[config.mk]
export PLATFORM = sky130hd
export DESIGN_NAME = cnt_month_year
export DESIGN_NICKNAME = d
export VERILOG_FILES = /design/src/rtl/cnt_month_year.sv
export SDC_FILE = /design/constraint.sdc
export NUM_CORES = 1
export LEC_CHECK = 0
export ABC_CLOCK_PERIOD_IN_PS = 2320
export CAP_MARGIN = 10
export CORE_ASPECT_RATIO = 1.25
export CORE_MARGIN = 4
export CORE_UTILIZATION = 35
export CTS_BUF_LIST = sky130_fd_sc_hd__clkbuf_8
export CTS_CLUSTER_SIZE = 14
export DETAILED_ROUTE_END_ITERATION = 6
export GPL_TIMING_DRIVEN = 0
export PLACE_DENSITY = 0.66
export SETUP_SLACK_MARGIN = 0.05
export SLEW_MARGIN = 20
export SYNTH_ARGS = -nofsm -noshare
export SYNTH_HDL_FRONTEND = slang
export SYNTH_SLANG_ARGS = --single-unit
export TNS_END_PERCENT = 100
[constraint.sdc]
create_clock -name CLK -period 2.32 [get_ports CLK]
set_clock_uncertainty 0.05 [all_clocks]
set_input_delay 0.464 -clock CLK [delete_from_list [all_inputs] [get_ports CLK]]
set_output_delay 0.464 -clock CLK [all_outputs]
set_load 0.005 [all_outputs]
[src/rtl/cnt_month_year.sv]
// BCD month/year counter driven by the day-counter carry, with a
// set mode for adjusting month and year-of-century.
module cnt_month_year #(
  parameter logic [7:0] CENTURY = 8'h20
) (
  input  logic       CLK,
  input  logic       RESET,
  input  logic       ENABLE,
  input  logic       CARRY_in,
  input  logic       SET_MODE,
  input  logic       SET_SEL,
  input  logic       SET_INC,
  output logic [7:0] month,
  output logic [7:0] YEAR,
  output logic [7:0] CENTURY_out,
  output logic       is_leap,
  output logic [7:0] DAYS_IN_MONTH,
  output logic       CARRY_out
);

  logic       count_ev;
  logic       month_ok;
  logic       month_wrap;
  logic       year_wrap;
  logic [7:0] month_nx;
  logic [7:0] year_nx;
  logic [7:0] month_d;
  logic [7:0] year_d;
  logic [3:0] yr_t;
  logic [3:0] yr_u;
  logic [3:0] yn_t;
  logic [3:0] yn_u;

  assign count_ev = ENABLE & CARRY_in & ~SET_MODE;

  assign month_ok = (month >= 8'h01 && month <= 8'h09) ||
                    (month >= 8'h10 && month <= 8'h12);
  assign month_wrap = (month == 8'h12);
  assign year_wrap  = (YEAR == 8'h99);

  always_comb begin
    month_nx = 8'h01;
    if (month_ok && !month_wrap) begin
      if (month[3:0] == 4'h9) begin
        month_nx = 8'h10;
      end else begin
        month_nx = {month[7:4], 4'(month[3:0] + 4'd1)};
      end
    end
  end

  assign yr_t = YEAR[7:4];
  assign yr_u = YEAR[3:0];

  // Non-BCD nibbles are squashed to zero on the next increment.
  always_comb begin
    yn_u = 4'd0;
    yn_t = (yr_t > 4'd9) ? 4'd0 : yr_t;
    if (yr_u == 4'd9) begin
      yn_u = 4'd0;
      if (yr_t >= 4'd9) begin
        yn_t = 4'd0;
      end else begin
        yn_t = 4'(yr_t + 4'd1);
      end
    end else if (yr_u < 4'd9) begin
      yn_u = 4'(yr_u + 4'd1);
    end
  end

  assign year_nx = {yn_t, yn_u};

  always_comb begin
    month_d = month;
    year_d  = YEAR;
    if (SET_MODE) begin
      if (SET_INC && !SET_SEL) begin
        month_d = month_nx;
      end
      if (SET_INC && SET_SEL) begin
        year_d = year_nx;
      end
    end else if (count_ev) begin
      month_d = month_nx;
      if (month_wrap) begin
        year_d = year_nx;
      end
    end
  end

  always_ff @(posedge CLK) begin
    if (RESET) begin
      month <= 8'h01;
      YEAR  <= 8'h00;
    end else begin
      month <= month_d;
      YEAR  <= year_d;
    end
  end

  // Divisible by 4 read straight off the BCD digits.
  always_comb begin
    if (!yr_t[0]) begin
      is_leap = (yr_u == 4'd0) || (yr_u == 4'd4) ||
                (yr_u == 4'd8);
    end else begin
      is_leap = (yr_u == 4'd2) || (yr_u == 4'd6);
    end
  end

  always_comb begin
    case (month)
      8'h02:   DAYS_IN_MONTH = is_leap ? 8'h29 : 8'h28;
      8'h04,
      8'h06,
      8'h09,
      8'h11:   DAYS_IN_MONTH = 8'h30;
      default: DAYS_IN_MONTH = 8'h31;
    endcase
  end

  assign CARRY_out   = count_ev & month_wrap & year_wrap;
  assign CENTURY_out = CENTURY;

endmodule

---- Yosys cells after proc, flatten, opt, wreduce, memory -nomap -nowiden ----
Cells that the tools add are included.
operators by class
  add/subtract/negate cells ............... 3
  order comparisons ....................... 7
  equality and inequality tests ........... 15
  multiplexer cells ....................... 17
  bitwise operators ....................... 5
  reductions and logical operators ........ 17
operators with widths
  operator                                                         count
  2-to-1 mux 8 bit                                                 9
  2-to-1 mux 4 bit                                                 5
  equality test 8 x 3 -> 1 bit (second input constant)             2
  equality test 8 x 5 -> 1 bit (second input constant)             2
  adder 4 x 1 -> 4 bit (second input constant)                     3
  equality test 4 bit (second input constant)                      3
  case mux 5 bit (2 select lines)                                  1
  equality test 4 x 3 -> 1 bit (second input constant)             2
  equality test 8 x 2 -> 1 bit (second input constant)             1
  equality test 8 x 4 -> 1 bit (second input constant)             1
  equality test 8 bit (second input constant)                      1
  >= comparator 8 x 1 -> 1 bit (second input constant)             1
  >= comparator 8 x 5 -> 1 bit (second input constant)             1
  less-or-equal comparator 8 x 4 -> 1 bit (second input constant)  1
  less-or-equal comparator 8 x 5 -> 1 bit (second input constant)  1
  logical AND 1 bit                                                5
  AND 1 bit                                                        4
  equality test 4 x 2 -> 1 bit (second input constant)             1
  >= comparator 4 bit (second input constant)                      1
  greater-than comparator 4 bit (second input constant)            1
  logical NOT 4 bit                                                1
  logical OR 1 bit                                                 4
  < comparator 4 bit (second input constant)                       1
  inequality test 2 x 1 -> 1 bit (second input constant)           2
  other kinds (7)                                                  10
storage, ports and cells
  bits in registers ....................... 16
  input port bits ......................... 7
  output and inout port bits .............. 34

---- Depth between registers and ports, before layout ----
Gate-level depths: netlist of run 1.
  depth after elaboration ................. 7
  gate-level depth with buffers ........... 6

---- Worst setup path before layout of run 1 ----
No wires, ideal clock.
  path kind ............................... register -> output
  start ................................... register YEAR[0]
  end ..................................... output DAYS_IN_MONTH[0]
  arrival ................................. 1.447 ns
  required time ........................... 1.806 ns
  setup slack ............................. 0.359 ns
  cell stages (with the launch flop) ...... 7
  path buffers ............................ 0
  cell sequence ........................... dfxtp_1 -> inv_1 -> ha_1 -> mux2i_1 -> o221ai_1 -> a2111oi_0 -> a31oi_1
between the ends
  word-level cells in the longest chain between the ends .. 6
  elaborated cells between the ends (all ways) .. 11
  classes of those cells .................. eq/ne: 4; mux: 3; reduce/logical: 4
ends and longest elaborated chain
  element                                                            RTL line  RTL
  from (decl)                                                        14        output logic [7:0] YEAR,
  from (signal assigned)                                             97        YEAR <= year_d;
  equality test 4 x 3 -> 1 bit or logical NOT 4 bit (tied branches)  104       is_leap = (yr_u == 4'd0) || (yr_u == 4'd4) ||
  logical OR 1 bit (2 in series)                                     104
  2-to-1 mux 1 bit *                                                 103       if (!yr_t[0]) begin
  2-to-1 mux 1 bit *                                                 113       8'h02: DAYS_IN_MONTH = is_leap ? 8'h29 : 8'h28;
  case mux 5 bit (2 select lines) *                                  112       case (month)
  to (decl)                                                          17        output logic [7:0] DAYS_IN_MONTH,
Mark *: on every way between the ends. The rest lies on a longest branch, timed or not.

---- Final worst setup path of run 1 ----
  start ................................... register YEAR[1]
  end ..................................... output DAYS_IN_MONTH[0]
Same word-level chain as after synthesis.

==> results of run 1 <==
## registers in the layout (all words and copies together), names as in the netlist
name and count:
month 5, YEAR 8
## cells in the mapped netlist, drive strengths merged, types with 2 or more instances
| library cell | count |
|---|---|
| a21oi | 8 |
| a31oi | 4 |
| and3b | 2 |
| buf | 18 |
| conb | 2 |
| dfxtp | 13 |
| ha | 7 |
| inv | 7 |
| mux2i | 2 |
| nand2 | 6 |
| nand2b | 2 |
| nand3 | 5 |
| nand3b | 2 |
| nand4b | 2 |
| nor2 | 8 |
| o211ai | 2 |
| o21ai | 8 |
| or2 | 2 |
| or3b | 2 |
## worst min path at each step
stage,startpoint,endpoint,cells after the start
finish,YEAR[5],YEAR[5],2
global route,YEAR[2],YEAR[2],2
detailed placement,YEAR[0],YEAR[0],2
CTS,YEAR[1],YEAR[1],2
global placement,YEAR[1],YEAR[1],2
floorplan,YEAR[1],YEAR[1],2
## worst max-delay path, stage by stage, from the launching register on
cell       delay (ns)
dfxtp_4          0.35
inv_1            0.08
ha_4             0.18
mux2i_4          0.16
o221ai_2         0.12
a2111oi_2        0.37
a31oi_1          0.06
buf_2            0.14
## metrics by stage
step / utilization [%] / power (mW) / std cells
after floorplan: - / 0.3059 / 142
after global placement: 47.34 / 0.3371 / 201
after detailed placement: 47.34 / 0.3384 / 201
after CTS: 50.43 / 0.5379 / 209
after global routing: 52.19 / 0.5692 / 212
final: 52.19 / 0.5359 / 212
## cells in the final DEF, fill, tap and decap left out, types with 2 or more instances in the layout
master / n
dlygate4sd2_1: 3
nand3_1: 5
a31oi_1: 4
clkdlybuf4s50_1: 18
dfxtp_4: 2
conb_1: 16
o21ai_0: 8
dfxtp_1: 10
clkbuf_2: 2
buf_4: 23
clkbuf_8: 3
nand4b_1: 2
inv_1: 7
or2_2: 2
nand2_1: 6
and3b_1: 2
nand2b_1: 2
nor2_1: 8
o211ai_1: 2
a21oi_1: 8
nand3b_1: 2
or3b_2: 2
ha_1: 5
## final cells by class
cell class	instances	area (µm²)
repair buffers	30	269.0
clock buffers	3	41.29
inverters	7	26.28
multi-input cells	103	728.2
flip-flops and latches	13	269.0
plain buffers	19	140.1
fillers	303	1395
clock inverters	1	3.754
well taps	36	45.04
## what timing repair did
| item | in CTS | in global routing |
|---|---|---|
| setup endpoints to repair | 5 | 2 |
| gates resized for setup | 19 | 10 |
| setup buffers | 4 | 3 |
| pin swaps | 3 | 3 |
## logic make-up (layout without fill, tap and decap cells)
family	Yosys count	in the layout	synth area share, %
adders and majority gates	7	7	8.313
DFF	13	13	24.70
other	2	16	0.7129
muxes	2	2	1.900
xor gates and xnor gates	2	2	1.663
AOI/OAI and AO/OA	36	36	23.99
buffers and inverters	26	60	15.08
and+or+nand+nor	40	40	23.64
## power by group
part | switching [mW] | total (mW) | leakage, nW | internal, mW
Combinational | 0.0483 | 0.109 | 0.506 | 0.0606
Clock | 0.0757 | 0.192 | 0.0269 | 0.117
Sequential | 0.00809 | 0.235 | 0.107 | 0.227
## layer usage
layer / GRT usage [%] / share of wire, % / up-vias
met1: 13.91 / 39 / 489
li1: - / - / 528
met5: 0 / 0 / -
met4: 4.639 / 1.1 / 0
met2: 23.25 / 55 / 26
met3: 3.352 / 4.8 / 2
==> results.md, run 1 <==
- IO buf count: 23
- Vias in the first global route: 920
- HP Class: flip-flop to flip-flop
- Largest net degree at the start of global routing: 11
- R2R Setup Slk: 0.38 ns
- Drt pass-1 iters: 4
- Synth Warn #: 0
- Top post-synthesis cells by area: dfxtp_1, buf_4, ha_1, a21oi_1, o21ai_0
- Critical Path Sink Type: output port
- Post-route ant nets: 0
- Clock root cell: clkbuf_8
- RR Endpoint: YEAR[6]
- Die width: 57.07 µm
- I/O pins: 41
- WHS: 0.4966 ns
- First-pass GRT wire length: 4.098 mm
- Slew Viols, Final: 0
- Routed len/inst: 12.08 µm
- CTS Buffer Depth: 2
- WP data required: 1.81 ns
- Top cell type's share of synthesized area: 24.70%
- Leakage: 0.6405 nW
- Critical path arrival: 1.70 ns
- Fin worst setup slack: 0.1107 ns
- Synth Register Bits: 13
- Worst reg2reg path depth: 6
- Rel. slew slack: 63.96%
- CTS buffer count: 3
- Worst vdd ir: 0.3685 mV
- CTS HTree Levels: 1
- Latest clock arrival within the worst-skew pair: 0.24 ns
- Layout cells sized above 1: 26.14%
- Tcrit/Tclk final: 95.23%
- Synth-to-Final Area Change: 44.54%
- Setup TNS: 0 ns
- Routed vias/inst: 4.929
- Worst r2r src: YEAR[5]
- Core area: 2918 µm²
- Routed vias: 1045
- Post-route DRC: 0
- Worst-margin pin slew: 0.5357 ns
- RSZ-0062 raised after global routing: yes
- Post-DP Area: 1381 µm²
- Fmax: 0.4526 GHz
- Clock sink count: 13
- Ys flop type: dfxtp_1
- Starting density of the core: 36.11%
- # hold bufs at CTS: 0
- Syn Area/Cell: 8.231 µm²
- CP Launch Type: flip-flop
- WL final: 2.561 mm
- Setup crit end: DAYS_IN_MONTH[0]
- Die Height: 69.34 µm
- Die area: 3957 µm²
- Post-Place Worst Slack: -0.4805 ns
- Yosys top cell by area: dfxtp_1
- Final setup viols: 0
- Gr ovfl total: 0
- # diodes: 0
- GRT Util Overall: 12.83%
- Sequential area share after synthesis: 24.70%
- Crit path from: YEAR[1]
- PD cells: 352.0 nW/µm²
- Nets: 191
- Initial DRC count: 35
- Post-DP HPWL: 1.924 mm
- Initial antenna violation count: 0
- Clock transition at the registers of the reported paths: 0.05 ns
- GP Congestion: 0.7800
- Number of max-cap violations: 0
- Row Count: 22
- Critical path class: flip-flop to output port
- CTS tree: done
- CP max FO: 3
- Final instance area: 1523 µm²
- Async S/R FF share, synth: 0%
- Netlist cell types: 47
- Number of flops mapped to enable cells by yosys: 0
- Post-Syn Area: 1054 µm²
- Final hold viol count: 0
- Mapped Cells: 128
- Fin crit period: 2.209 ns
- Status: complete, no violations
(Power assumes the default switching activity.)
==> run 2, diff against run 1 <==
--- a/config.mk
+++ b/config.mk
@@ -15,7 +15,6 @@
 export DETAILED_ROUTE_END_ITERATION = 6
 export GPL_TIMING_DRIVEN = 0
 export PLACE_DENSITY = 0.66
-export SETUP_SLACK_MARGIN = 0.05
 export SLEW_MARGIN = 20
 export SYNTH_ARGS = -nofsm -noshare
 export SYNTH_HDL_FRONTEND = slang
==> run 2 against run 1 <==
Against the previous run: first-iteration DRC count decreased by 11%; utilization increased by 0.60 points; register-to-register slack about the same; worst setup slack got worse by 0.039 ns; global-route usage decreased by 0.15 points.
==> results.md, run 2 (synthesis gave the netlist of run 1 again) <==
- Status: complete, no violations
- IO buf count: 23 (unchanged)
- Leakage: 0.6576 nW (+2.7%)
- GP Congestion: 0.7800 (unchanged)
- Slowest CP cell: a2111oi_2
- CTS Buffer Depth: 2 (unchanged)
- Drt pass-1 iters: 4 (unchanged)
- Most frequent cells in the layout: buf_4, clkdlybuf4s50_1, conb_1
- Final hold viol count: 0 (unchanged)
- Die Height: 69.34 µm (unchanged)
- Largest registers in the final layout: YEAR (8), month (5)
- Routed vias/inst: 4.930 (about the same)
- Largest net degree at the start of global routing: 11 (unchanged)
- Vias in the first global route: 907 (-1.4%)
- Post-layout util: 52.79% (+0.60 points)
- Routed len/inst: 11.79 µm (-2.4%)
- Post-route ant nets: 0 (unchanged)
- Tcrit/Tclk final: 96.89% (+1.7 points)
- Commonest non-fill, non-tap cell in the layout: buf_4
- Crit-path max cell delay: 0.38 ns (about the same)
- Crit path from: YEAR[0]
- Gr ovfl total: 0 (unchanged)
- Slew Viols, Final: 0 (unchanged)
- Crit path cell chain: inv_4, ha_2, mux2i_2, o221ai_1, a2111oi_2, a31oi_1, buf_2
- Fin crit period: 2.248 ns (+0.03864 ns)
- Latest clock arrival within the worst-skew pair: 0.24 ns (about the same)
- Final setup viols: 0 (unchanged)
- Filler Cells Inserted: 294 (-3.0%)
- GRT Util Overall: 12.68% (-0.15 points)
- Clock transition at the registers of the reported paths: 0.05 ns (about the same)
- Fmax: 0.4449 GHz (-1.7%)
- Clock root cell: clkbuf_8
- I/O pins: 41 (unchanged)
- Initial antenna violation count: 0 (unchanged)
- R2R Setup Slk: 0.39 ns (about the same)
- Initial DRC count: 31 (-11%)
- Largest register FFs: 8 (unchanged)
- Routed vias: 1060 (+1.4%)
- Setup TNS: 0 ns (unchanged)
- Worst vdd ir: 0.3682 mV (about the same)
- CTS HTree Levels: 1 (unchanged)
- HP Class: flip-flop to flip-flop
- Rel. slew slack: 65.47% (+1.5 points)
- PD cells: 350.0 nW/µm² (-0.56%)
- CTS tree: done
- Nets: 194 (+1.6%)
- Clock sink count: 13 (unchanged)
- # hold bufs at CTS: 0 (unchanged)
- WP data required: 1.81 ns (about the same)
- WL final: 2.534 mm (-1.1%)
- CP Launch Type: flip-flop
- Setup crit end: DAYS_IN_MONTH[0]
- Critical path class: flip-flop to output port
- Layout cells sized above 1: 27.37% (+1.2 points)
- CP max FO: 4 (+1)
- Min-Delay Path Depth: 2 (unchanged)
- Die area: 3957 µm² (unchanged)
- Post-DP HPWL: 1.924 mm (unchanged)
- Worst r2r src: YEAR[5]
- Starting density of the core: 36.11% (unchanged)
- First-pass GRT wire length: 4.050 mm (-1.2%)
- Critical path arrival: 1.73 ns (+0.03 ns)
- Core area: 2918 µm² (unchanged)
- Number of max-cap violations: 0 (unchanged)
- Critical Path Sink Type: output port
- Die width: 57.07 µm (unchanged)
- Synth-to-Final Area Change: 46.20%
- Top reg by flops: YEAR
- Row Count: 22 (unchanged)
- # diodes: 0 (unchanged)
- Worst reg2reg path depth: 6 (unchanged)
- CTS buffer count: 3 (unchanged)
- Worst-margin pin slew: 0.5133 ns (-0.02239 ns)
- RR Endpoint: YEAR[6]
- Post-route DRC: 0 (unchanged)
## run 2: how the worst min path moves through the flow
stage	endpoint	slack, ns	start
final	YEAR[0]	0.46	YEAR[0]
after global routing	YEAR[0]	0.48	YEAR[0]
after CTS	YEAR[1]	0.45	YEAR[1]
after detailed placement	YEAR[0]	0.47	YEAR[0]
after global placement	YEAR[1]	0.47	YEAR[1]
after floorplan	YEAR[1]	0.45	YEAR[1]
## run 2: final cells by class
cell class                 count  area [µm²]  area share, %
multi-input combinational    103       713.2          46.30
clock buffer                   3       41.29          2.681
sequential                    13       271.5          17.63
buffer                        19       140.1          9.098
tap                           36       45.04          2.924
timing repair buffer          33       296.5          19.25
clock inverter                 1       3.754         0.2437
inverter                       7       28.78          1.868
## run 2: per-layer routing
layer	routed length (µm)	vias up	global-route usage, %
li1	-	536	-
met1	971	486	13.80
met2	1395	36	22.87
met3	139	2	3.352
met4	27	0	4.639
met5	0	-	0
## run 2: critical path, delay by kind of cell, from the launching register on
family	cells	cell delay, ns
AO/OA/AOI/OAI	3	0.60
multiplexers	1	0.16
flip-flops	1	0.37
buffers and inverters	2	0.18
adder cells (fa/ha/maj)	1	0.18
## run 2: report_power, final
group	total, mW	switching (mW)	internal (mW)
Clock	0.193	0.0762	0.117
Combinational	0.110	0.0472	0.0629
Sequential	0.236	0.00903	0.227
## run 2: repair_timing
| action | CTS | global route |
|---|---|---|
| pin swaps | 3 | 3 |
| cloned | 0 | 0 |
| endpoints found under the setup margin | 4 | 2 |
| gates resized for setup | 13 | 14 |
| setup buffers | 3 | 7 |
## run 2: stage by stage
step	area, µm²	worst slack [ns]	cells	power, mW	hold WS [ns]
finish	1540	0.07207	215	0.5391	0.4581
global route	1540	-0.009612	215	0.5721	0.4816
CTS	1464	-0.1041	208	0.5379	0.4477
detailed placement	1381	-0.4805	201	0.3384	0.4741
global placement	1381	-0.4420	201	0.3371	0.4669
floorplan	1106	0.3589	142	0.3059	0.4538
